File: config.mk
export PLATFORM = sky130hd
export DESIGN_NAME = event_led_blinker
export DESIGN_NICKNAME = d
export VERILOG_FILES = /design/src/rtl/event_led_blinker.sv
export SDC_FILE = /design/constraint.sdc
export NUM_CORES = 1
export LEC_CHECK = 0
export CORE_MARGIN = 3
export CORE_UTILIZATION = 55
export DETAILED_ROUTE_END_ITERATION = 8
export DONT_BUFFER_PORTS = 1
export PLACE_DENSITY_LB_ADDON = 0.25
export SYNTH_ARGS = -nofsm -noshare
export SYNTH_HDL_FRONTEND = slang
export SYNTH_SLANG_ARGS = --single-unit
File: constraint.sdc
create_clock -name clk -period 3.5 [get_ports clk]
set_clock_uncertainty 0.1 [all_clocks]
set_input_delay 0.525 -clock clk [delete_from_list [all_inputs] [get_ports clk]]
set_output_delay 0.525 -clock clk [all_outputs]
set_load 0.01 [all_outputs]
File: src/rtl/event_led_blinker.sv
// Stretches single-cycle event pulses into fixed-length LED blinks, replaying queued events back to back.
// LED lights one edge after a startable event; excess events beyond MAX_PENDING are dropped and flagged sticky.
module event_led_blinker #(
  parameter int ON_CYCLES      = 2700000,
  parameter int OFF_CYCLES     = 2700000,
  parameter int MAX_PENDING    = 7,
  parameter int LED_ACTIVE_LOW = 1
) (
  input  logic                                 clk,
  input  logic                                 rst_n,
  input  logic                                 event_in,
  input  logic                                 ovf_clr,
  output logic                                 led_o,
  output logic                                 busy,
  output logic [$clog2(MAX_PENDING+1)-1:0]     pending,
  output logic                                 overflow
);

  localparam int MAX_CYC = (ON_CYCLES > OFF_CYCLES) ? ON_CYCLES : OFF_CYCLES;
  localparam int CNT_W   = (MAX_CYC > 1) ? $clog2(MAX_CYC) : 1;
  localparam int PEND_W  = $clog2(MAX_PENDING + 1);

  localparam logic [CNT_W-1:0]  ON_LOAD  = CNT_W'(ON_CYCLES - 1);
  localparam logic [CNT_W-1:0]  OFF_LOAD = CNT_W'(OFF_CYCLES - 1);
  localparam logic [PEND_W-1:0] PEND_MAX = PEND_W'(MAX_PENDING);
  localparam logic              LED_ON   = (LED_ACTIVE_LOW != 0) ? 1'b0 : 1'b1;
  localparam logic              LED_OFF  = ~LED_ON;

  typedef enum logic [1:0] {
    S_IDLE,
    S_ON,
    S_OFF
  } state_t;

  state_t            state_q, state_d;
  logic [CNT_W-1:0]  cnt_q, cnt_d;
  logic [PEND_W-1:0] pend_q, pend_d;
  logic              ovf_q, ovf_d;
  logic              led_q, led_d;
  logic              busy_q, busy_d;
  logic              start;
  logic              drop;

  always_ff @(posedge clk or negedge rst_n) begin
    if (!rst_n) begin
      state_q <= S_IDLE;
      cnt_q   <= '0;
      pend_q  <= '0;
      ovf_q   <= 1'b0;
      led_q   <= LED_OFF;
      busy_q  <= 1'b0;
    end else begin
      state_q <= state_d;
      cnt_q   <= cnt_d;
      pend_q  <= pend_d;
      ovf_q   <= ovf_d;
      led_q   <= led_d;
      busy_q  <= busy_d;
    end
  end

  always_comb begin
    start   = ((state_q == S_IDLE) || ((state_q == S_OFF) && (cnt_q == '0)))
              && ((pend_q != '0) || event_in);
    state_d = state_q;
    cnt_d   = cnt_q;

    case (state_q)
      S_IDLE: begin
        if (start) begin
          state_d = S_ON;
          cnt_d   = ON_LOAD;
        end
      end
      S_ON: begin
        if (cnt_q == '0) begin
          state_d = S_OFF;
          cnt_d   = OFF_LOAD;
        end else begin
          cnt_d = cnt_q - 1'b1;
        end
      end
      S_OFF: begin
        if (cnt_q == '0) begin
          state_d = start ? S_ON : S_IDLE;
          cnt_d   = start ? ON_LOAD : '0;
        end else begin
          cnt_d = cnt_q - 1'b1;
        end
      end
      default: begin
        state_d = S_IDLE;
        cnt_d   = '0;
      end
    endcase

    // An event coinciding with a start cancels out: it is either consumed directly or replaces the one dequeued.
    drop   = event_in && !start && (pend_q == PEND_MAX);
    pend_d = pend_q;
    if (event_in && !start && !drop) begin
      pend_d = pend_q + 1'b1;
    end else if (!event_in && start) begin
      pend_d = pend_q - 1'b1;
    end

    ovf_d = drop ? 1'b1 : (ovf_clr ? 1'b0 : ovf_q);

    // Outputs are registered from the next state so they change on the same edge as the FSM.
    led_d  = (state_d == S_ON) ? LED_ON : LED_OFF;
    busy_d = (state_d != S_IDLE);
  end

  assign led_o    = led_q;
  assign busy     = busy_q;
  assign pending  = pend_q;
  assign overflow = ovf_q;

endmodule

==> metrics.txt, run 1 <==
grt total ovfl=0; Net Sw Power=0.4713 mW; Final GP Congestion=0.8625; CTS Root Cell=clkbuf_4; Area Overhead vs Synth=4.194%; hold wc startpoint=ovf_clr; Synth Register Bits=30; Hold EP=overflow; Pwr per Cell Area=590.8 nW/um^2; synthesized netlist cell count=206; Util after Layout=0.6260; placed inst area=1914 um^2; WL per Instance=16.67 um; WP data arrival=2.97 ns; synthesis warning total=0; Int Power=0.7040 mW; Post-synth top flop=dfrtp_1; Total Neg Setup Slack=0 ns; Avg Cell Area, Syn=9.269 um^2; routed vias=1574; Synth Net Count=213; GRT Resource Usage Total=0.2167; ANT nets after route=0; terminus of the critical flop-to-flop path=pending[1]; share of synthesized flip-flops with an asynchronous set or reset=1.000; clock slew at reported path FFs=0.08 ns; die width=64.92 um; r2r startpoint=cnt_q[4]; initial antenna violation count=0; Max FO, Critical Path=11; starting density of the core=0.6008; Vias/cell=6.271; maximum VDD drop=0.0002979 V; Crit-path slowest cell=o31a_1; element type at the critical path start=register; Worst EP required=3.62 ns; Mapped Area=1909 um^2; top cells by area, synth=dfrtp_1 38%, nor2_1 5.1%, nor3_1 2.9%; Tcrit/Tclk final=0.8168; leakage=0.8055 nW; die area=4215 um^2; post-placement setup slack=0.6654 ns; fin nets=214; FF-to-FF path depth=9; Core Region=3178 um^2; clock power share=0.161; Post-CTS Setup Bufs=0; Final Max Slew Viols=0; HPWL Detailed=2968 um; Final Power=1.175 mW; Synth top area share=0.3801; crit path time final=2.859 ns; DRC Markers=0; Setup violations, final=0; logic gate share of total power=0.321; clock sinks=30; worst setup margin=0.6413 ns; Max Fclk=349.8 MHz; vias in the first global route=1527; Synth area leader=dfrtp_1; first-pass GRT wire length=7134 um; IO Pins=10; switching power share of the total=0.4010; Clock Path Buffers=2; IO Port Bufs=0; hold depth=1; final wirelength=4183 um; Min-Delay Path Class=primary input to register; Max Cap Violations=0; status=finished clean; Post-CTS Hold Fix Bufs=2; initial detailed-routing violation count=92; cts repair resizes=0; FP Rows=20; pin count of the biggest net entering global routing=31; RSZ-0062 raised after global routing=no; critical path endpoint category=register; R2R Setup Slk=0.64 ns; EDFF count, synth=0; # diodes=0; normalized max-slew margin=0.5403; critical path class=register to register; sequential element share of the synthesized area=0.3938; Seq pwr share=0.518; die height=64.92 um; H-tree depth=2; worst skew pair latency=0.34 ns; post-layout instance area=1989 um^2; CTS tree=done; worst slew pin tran=0.6833 ns; share of cells above drive strength 1=0.09179; synth unique cells=54; CP max stage delay=0.45 ns; cts bufs inserted=5; Pre-antenna DRT Iters=4; Hold Fails Final Rpt=0; cell breakdown of the critical path=nor4_4, nand4_2, o31a_1, and2_1, nand2_1, fa_1, nor3b_1, o21ai_1, nand4_1
[synth_stat cells, drive strengths merged (2+ instances only)]
library cell,count
a211oi,3
a21oi,10
a22oi,2
a311oi,6
buf,4
clkbuf,5
dfrtp,29
ha,2
inv,6
nand2,10
nand2b,9
nand3,7
nand4,2
nand4b,2
nor2,27
nor3,11
nor3b,4
nor4,7
o21a,6
o21ai,12
o22ai,2
o311ai,2
or2,4
or3,3
or4,3
xnor2,6
xor2,4
[per-stage QoR]
stage | hold WS (ns) | instances
final | 0.1896 | 251
after global placement | 0.1303 | 242
after detailed placement | 0.1305 | 242
after floorplan | 0.1294 | 206
after CTS | 0.1833 | 251
after global routing | 0.1703 | 251
[logic make-up after synthesis]
logic type / synth area share
simple gates: 0.2883
compound gates: 0.2005
flops: 0.3938
buf+inv: 0.04194
xor+xnor: 0.04587
fa+ha+maj: 0.02359
mux: 0.005897
[registers in the layout (all words and copies together), names as in the netlist]
signal	count
pending	3
led_o	1
overflow	1
state_q	2
cnt_q	22
busy	1
[worst max path at each step]
stage / slack, ns / from / endpoint
after floorplan: 0.87 / cnt_q[4] / pending[1]
after global placement: 0.77 / cnt_q[4] / pending[1]
after detailed placement: 0.67 / cnt_q[4] / pending[1]
after CTS: 0.66 / cnt_q[4] / pending[1]
after global routing: 0.46 / cnt_q[8] / pending[1]
final: 0.64 / cnt_q[4] / pending[1]
[placed cells by master (no fill, tap or decap), types with 3 or more instances in the layout]
cell type,instances
a211oi_1,3
a21oi_1,10
a311oi_1,6
clkbuf_4,5
dfrtp_1,29
inv_1,6
nand2_1,10
nand2b_1,8
nand3_1,7
nor2_1,26
nor3_1,11
nor3b_1,4
nor4_1,3
nor4_2,3
o21a_1,6
o21ai_0,8
o21ai_1,4
or2_1,3
or3_1,3
xnor2_1,6
xor2_1,4
[worst max-delay path: cells and delay by family (launching register included)]
family / cells / cell delay, ns
AO/OA/AOI/OAI: 2 / 0.57
adder cells (fa/ha/maj): 1 / 0.45
flip-flops: 1 / 0.43
AND/OR/NAND/NOR: 6 / 1.19
[layer usage]
metal | vias to the layer above | global-route usage | share of wire
li1 | 760 | - | -
met2 | 37 | 0.3269 | 0.48
met1 | 770 | 0.3021 | 0.46
met4 | 0 | 0.07124 | 0.011
met3 | 7 | 0.05546 | 0.049
met5 | - | 0 | 0
[power groups by stage]
stage / clock network (mW) / logic (mW) / registers [mW]
after floorplan: 0 / 0.330 / 0.571
after global placement: 0 / 0.346 / 0.603
after detailed placement: 0 / 0.365 / 0.613
after CTS: 0.193 / 0.378 / 0.606
after global routing: 0.209 / 0.429 / 0.631
final: 0.189 / 0.377 / 0.609
[cell type report]
type / instances / area (um^2)
Sequential cell: 30 / 752.0
Multi-Input combinational cell: 161 / 1077
Clock buffer: 7 / 45.04
Fill cell: 289 / 1189
Tap cell: 44 / 55.05
Timing Repair Buffer: 3 / 37.54
Inverter: 6 / 22.52
Power figures use the tool's default switching activity.
==> inputs of run 2 (changes only) <==
- clock period: 3.5 -> 2.6 ns (I/O delays scaled with it)
==> run 2 against run 1 <==
  * Final area grew 10%
  * Largest power group unchanged
  * Final cell count up 7.6%
  * Combinational power rose by 93%
  * Highest routed layer unchanged
==> metrics.txt, run 2 (synthesized netlist as in run 1, its figures left out) <==
status=finished clean; max FFs per register=22; placed cells=256; clock power share=0.167; worst slew pin tran=0.5785 ns; Max Cap Violations=0; Vias/cell=6.174; element type at the critical path start=register; starting density of the core=0.6008; fin nets=232; first-pass GRT wire length=7776 um; Worst EP required=2.73 ns; clock sinks=30; commonest non-fill, non-tap cell in the layout=dfrtp_1; Final GP Congestion=0.8546; initial detailed-routing violation count=121; clock slew at reported path FFs=0.10 ns; vias in the first global route=1634; Setup violations, final=0; normalized max-slew margin=0.6143; Crit-path slowest cell=dfrtp_1; Max FO, Critical Path=4; Final Power=1.794 mW; Tcrit/Tclk final=0.9592; cts bufs inserted=5; Int Power=1.089 mW; Seq pwr share=0.429; CTS tree=done; WL per Instance=16.62 um; initial antenna violation count=0; logic gate share of total power=0.405; worst setup margin=0.1060 ns; IO Port Bufs=0; die height=64.92 um; Critical path buffers and inverters=1; pin count of the biggest net entering global routing=31; # diodes=0; Top Family by Delay on Critical Path=simple AND/OR/NAND/NOR gates; maximum VDD drop=0.0004417 V; CP max stage delay=0.43 ns; Hold Fails Final Rpt=0; Final Max Slew Viols=0; Min-Delay Path Class=primary input to register; Net Sw Power=0.7058 mW; grt total ovfl=0; HPWL Detailed=3088 um; Non-Filler Instances=270; Clock Path Buffers=2; die area=4215 um^2; CTS Root Cell=clkbuf_4; fill cell count=277; final wirelength=4488 um; Total Neg Setup Slack=0 ns; ANT nets after route=0; critical path endpoint category=register; FP Rows=20; Area Overhead vs Synth=14.61%; most flop-heavy register=cnt_q; Core Region=3178 um^2; Pre-antenna DRT Iters=4; post-placement setup slack=0.06365 ns; cell breakdown of the critical path=inv_2, ha_4, nand2b_4, or2_1, o31a_1, and2_4, nand2_2, fa_1, nor3b_2, o21ai_1, nand4_1; critical path class=register to register; share of cells above drive strength 1=0.2080; most frequent cells in the layout=28 x dfrtp_1, 26 x nor2_1, 19 x buf_4; leakage=0.9167 nW; DRC Markers=0; IO Pins=10; H-tree depth=2; die width=64.92 um; crit path time final=2.494 ns; GRT Resource Usage Total=0.2419; switching power share of the total=0.3933; worst skew pair latency=0.34 ns; routed vias=1667; Max Fclk=401.0 MHz; Util after Layout=0.6886; WP data arrival=2.62 ns; Pwr per Cell Area=819.9 nW/um^2
run 2: cell type report:
type	instances	area (um^2)	area share
clock buffer	7	55.05	0.02516
clock inverter	1	5.005	0.002287
inverter	6	22.52	0.01029
multi-input combinational	161	1125	0.5140
sequential	30	753.2	0.3442
tap	44	55.05	0.02516
timing repair buffer	21	172.7	0.07890
run 2: worst paths after layout:
check / startpoint / cells past startpoint / slack [ns] / endpoint
hold / removal: ovf_clr / 1 / 0.07 / overflow
setup / recovery: cnt_q[1] / 11 / 0.11 / pending[1]
setup reg to reg: cnt_q[1] / 11 / 0.11 / pending[1]
max in group asynchronous: rst_n / 2 / 1.77 / led_o
hold reg to reg: cnt_q[19] / 1 / 0.43 / cnt_q[19]
min in group asynchronous: rst_n / 2 / 0.38 / cnt_q[3]
run 2: what timing repair did:
item	4_1_cts	5_1_grt
buffers inserted	0	4
hold buffers	2	0
endpoints found under the setup margin	0	2
resized for setup	0	8
endpoints found under the hold margin	30	0
run 2: stage by stage:
step,area (um^2),hold slack [ns]
6_report,2188,0.06993
3_5_place_dp,2029,-0.004708
4_1_cts,2120,0.05686
3_3_place_gp,2029,-0.004705
5_1_grt,2188,0.05724
2_1_floorplan,1919,-0.005591
run 2: power groups by stage:
stage | registers [mW] | clock network [mW] | logic (mW)
global placement | 0.751 | 0 | 0.609
CTS | 0.754 | 0.302 | 0.659
finish | 0.769 | 0.299 | 0.726
detailed placement | 0.763 | 0 | 0.639
global route | 0.788 | 0.327 | 0.807
floorplan | 0.767 | 0 | 0.451
run 2: layer usage:
metal / track usage / vias to the layer above / wire (um)
li1: - / 798 / -
met1: 0.3263 / 816 / 2015
met2: 0.3716 / 46 / 2169
met3: 0.05546 / 7 / 222
met4: 0.1029 / 0 / 81
met5: 0 / - / 0
run 2: worst register-to-register path: cells and delay by family (launching register included):
family	cells	cell delay (ns)
and+or+nand+nor	6	0.74
adders and majority gates	2	0.59
DFF	1	0.43
AOI/OAI and AO/OA	2	0.42
buffers and inverters	1	0.10
==> inputs of run 3 (changes only) <==
- GPL_TIMING_DRIVEN: not set -> 0
- PLACE_DENSITY: not set -> 0.73
- PLACE_DENSITY_LB_ADDON: 0.25 -> not set
==> run 3 against run 2 <==
  * Count of clock-buffer cells in the layout is the same
  * First-iteration DRC count grew 8.3%
  * Register-to-register slack is essentially flat
  * Via count grew 1.4%
  * Routed wire length grew 2.9%
  * Die area is the same
  * Total power shrank 3.3%
  * Non-clock buffer count shrank 1
  * Maximum frequency shrank 0.60%
  * Critical endpoint unchanged
  * Highest routed layer unchanged
  * Final cell count shrank 0.74%
==> metrics.txt, run 3 (synthesized netlist as in run 1, its figures left out) <==
status=finished clean; IO Port Bufs=0; initial detailed-routing violation count=131; element type at the critical path start=register; die area=4215 um^2; GRT Resource Usage Total=0.2464; max FFs per register=22; crit path time final=2.509 ns; Seq pwr share=0.472; WL per Instance=17.23 um; Crit-path slowest cell=dfrtp_1; Core Region=3178 um^2; die width=64.92 um; starting density of the core=0.6008; fin nets=231; FP Rows=20; leakage=0.8751 nW; logic gate share of total power=0.380; Critical path buffers and inverters=0; Worst EP required=2.72 ns; Max FO, Critical Path=3; hold depth=1; critical path endpoint category=register; # diodes=0; pin count of the biggest net entering global routing=31; maximum VDD drop=0.0004017 V; clock slew at reported path FFs=0.10 ns; most frequent cells in the layout=27 x dfrtp_1, 26 x nor2_1, 11 x nor3_1, 11 x buf_4, 10 x a21oi_1; most flop-heavy register=cnt_q; post-layout instance area=2158 um^2; RSZ-0062 raised after global routing=yes; die height=64.92 um; R2R Setup Slk=0.09 ns; commonest non-fill, non-tap cell in the layout=dfrtp_1; initial antenna violation count=0; final wirelength=4618 um; Final Power=1.734 mW; clock power share=0.147; WP data arrival=2.63 ns; IO Pins=10; H-tree depth=2; fill cell count=265; grt total ovfl=0; worst skew pair latency=0.33 ns; Top Family by Delay on Critical Path=simple AND/OR/NAND/NOR gates; first-pass GRT wire length=8031 um; Max Cap Violations=0; CP max stage delay=0.44 ns; r2r startpoint=cnt_q[4]; Vias/cell=6.306; Non-Filler Instances=268; switching power share of the total=0.4012; footprint of the multi-input gates=1126 um^2; Hold EP=overflow; Int Power=1.038 mW; worst slew pin tran=0.4756 ns; terminus of the critical flop-to-flop path=pending[1]; Setup violations, final=0; Clock Path Buffers=2; Area Overhead vs Synth=13.04%; Total Neg Setup Slack=0 ns; share of cells above drive strength 1=0.1875; hold wc startpoint=ovf_clr; CTS Root Cell=clkbuf_4; vias in the first global route=1699; Max Fclk=398.6 MHz; routed vias=1690; DRC Markers=0; critical path class=register to register; Util after Layout=0.6791; clock sinks=30; Hold Fails Final Rpt=0; placed inst area=1974 um^2; Reg area=754.5 um^2; Pwr per Cell Area=803.5 nW/um^2; placed cells=250; cts bufs inserted=5; Pre-antenna DRT Iters=5; Net Sw Power=0.6959 mW; ANT nets after route=0; cell breakdown of the critical path=nor4_4, nand4_2, o31a_1, and2_4, nand2_2, fa_1, nor3b_2, o21ai_1, nand4_1; Tcrit/Tclk final=0.9650; Final GP Congestion=0.8640; Final Max Slew Viols=0; FF-to-FF path depth=9; Min-Delay Path Class=primary input to register; CTS tree=done; normalized max-slew margin=0.6829; HPWL Detailed=3074 um
-- run 3: worst max path at each step --
| stage | from | end | slack (ns) | depth (start not counted) |
|---|---|---|---|---|
| floorplan | cnt_q[2] | pending[1] | 0.01 | 10 |
| global placement | cnt_q[9] | pending[1] | -0.18 | 10 |
| detailed placement | cnt_q[8] | pending[1] | -0.23 | 10 |
| CTS | cnt_q[0] | pending[1] | 0.002 | 12 |
| global route | cnt_q[18] | pending[1] | -0.02 | 9 |
| finish | cnt_q[4] | pending[1] | 0.09 | 9 |
-- run 3: metal layers --
metal	global-route usage	vias up	wire [um]
met5	0	-	0
met4	0.09499	0	28
met3	0.05199	3	181
met2	0.3921	37	2274
met1	0.3271	858	2134
li1	-	792	-
-- run 3: layout make-up --
cell class | count | share of cell area
buffer | 7 | 0.01971
clock buffer | 7 | 0.02087
inverter | 6 | 0.01043
multi-input combinational | 161 | 0.5217
sequential | 30 | 0.3496
tap | 44 | 0.02551
timing repair buffer | 13 | 0.05217
-- run 3: metrics by stage --
step | hold WS [ns] | setup slack [ns]
6_report | 0.06773 | 0.09108
3_3_place_gp | -0.004701 | -0.1810
4_1_cts | 0.06186 | 0.002248
2_1_floorplan | -0.005591 | 0.01332
3_5_place_dp | -0.004643 | -0.2334
5_1_grt | 0.06921 | -0.02204
-- run 3: repair_timing --
action,in CTS,in global routing
pin swaps,7,5
buffers inserted,9,2
gates resized for setup,9,1
hold endpoints to repair,30,0
hold buffers,2,0
setup endpoints to repair,2,4
-- run 3: power by group through the flow --
stage | clock [mW] | combinational [mW] | sequential [mW]
CTS | 0.260 | 0.647 | 0.813
finish | 0.256 | 0.659 | 0.819
global placement | 0 | 0.508 | 0.802
detailed placement | 0 | 0.530 | 0.816
floorplan | 0 | 0.451 | 0.767
global route | 0.285 | 0.728 | 0.843
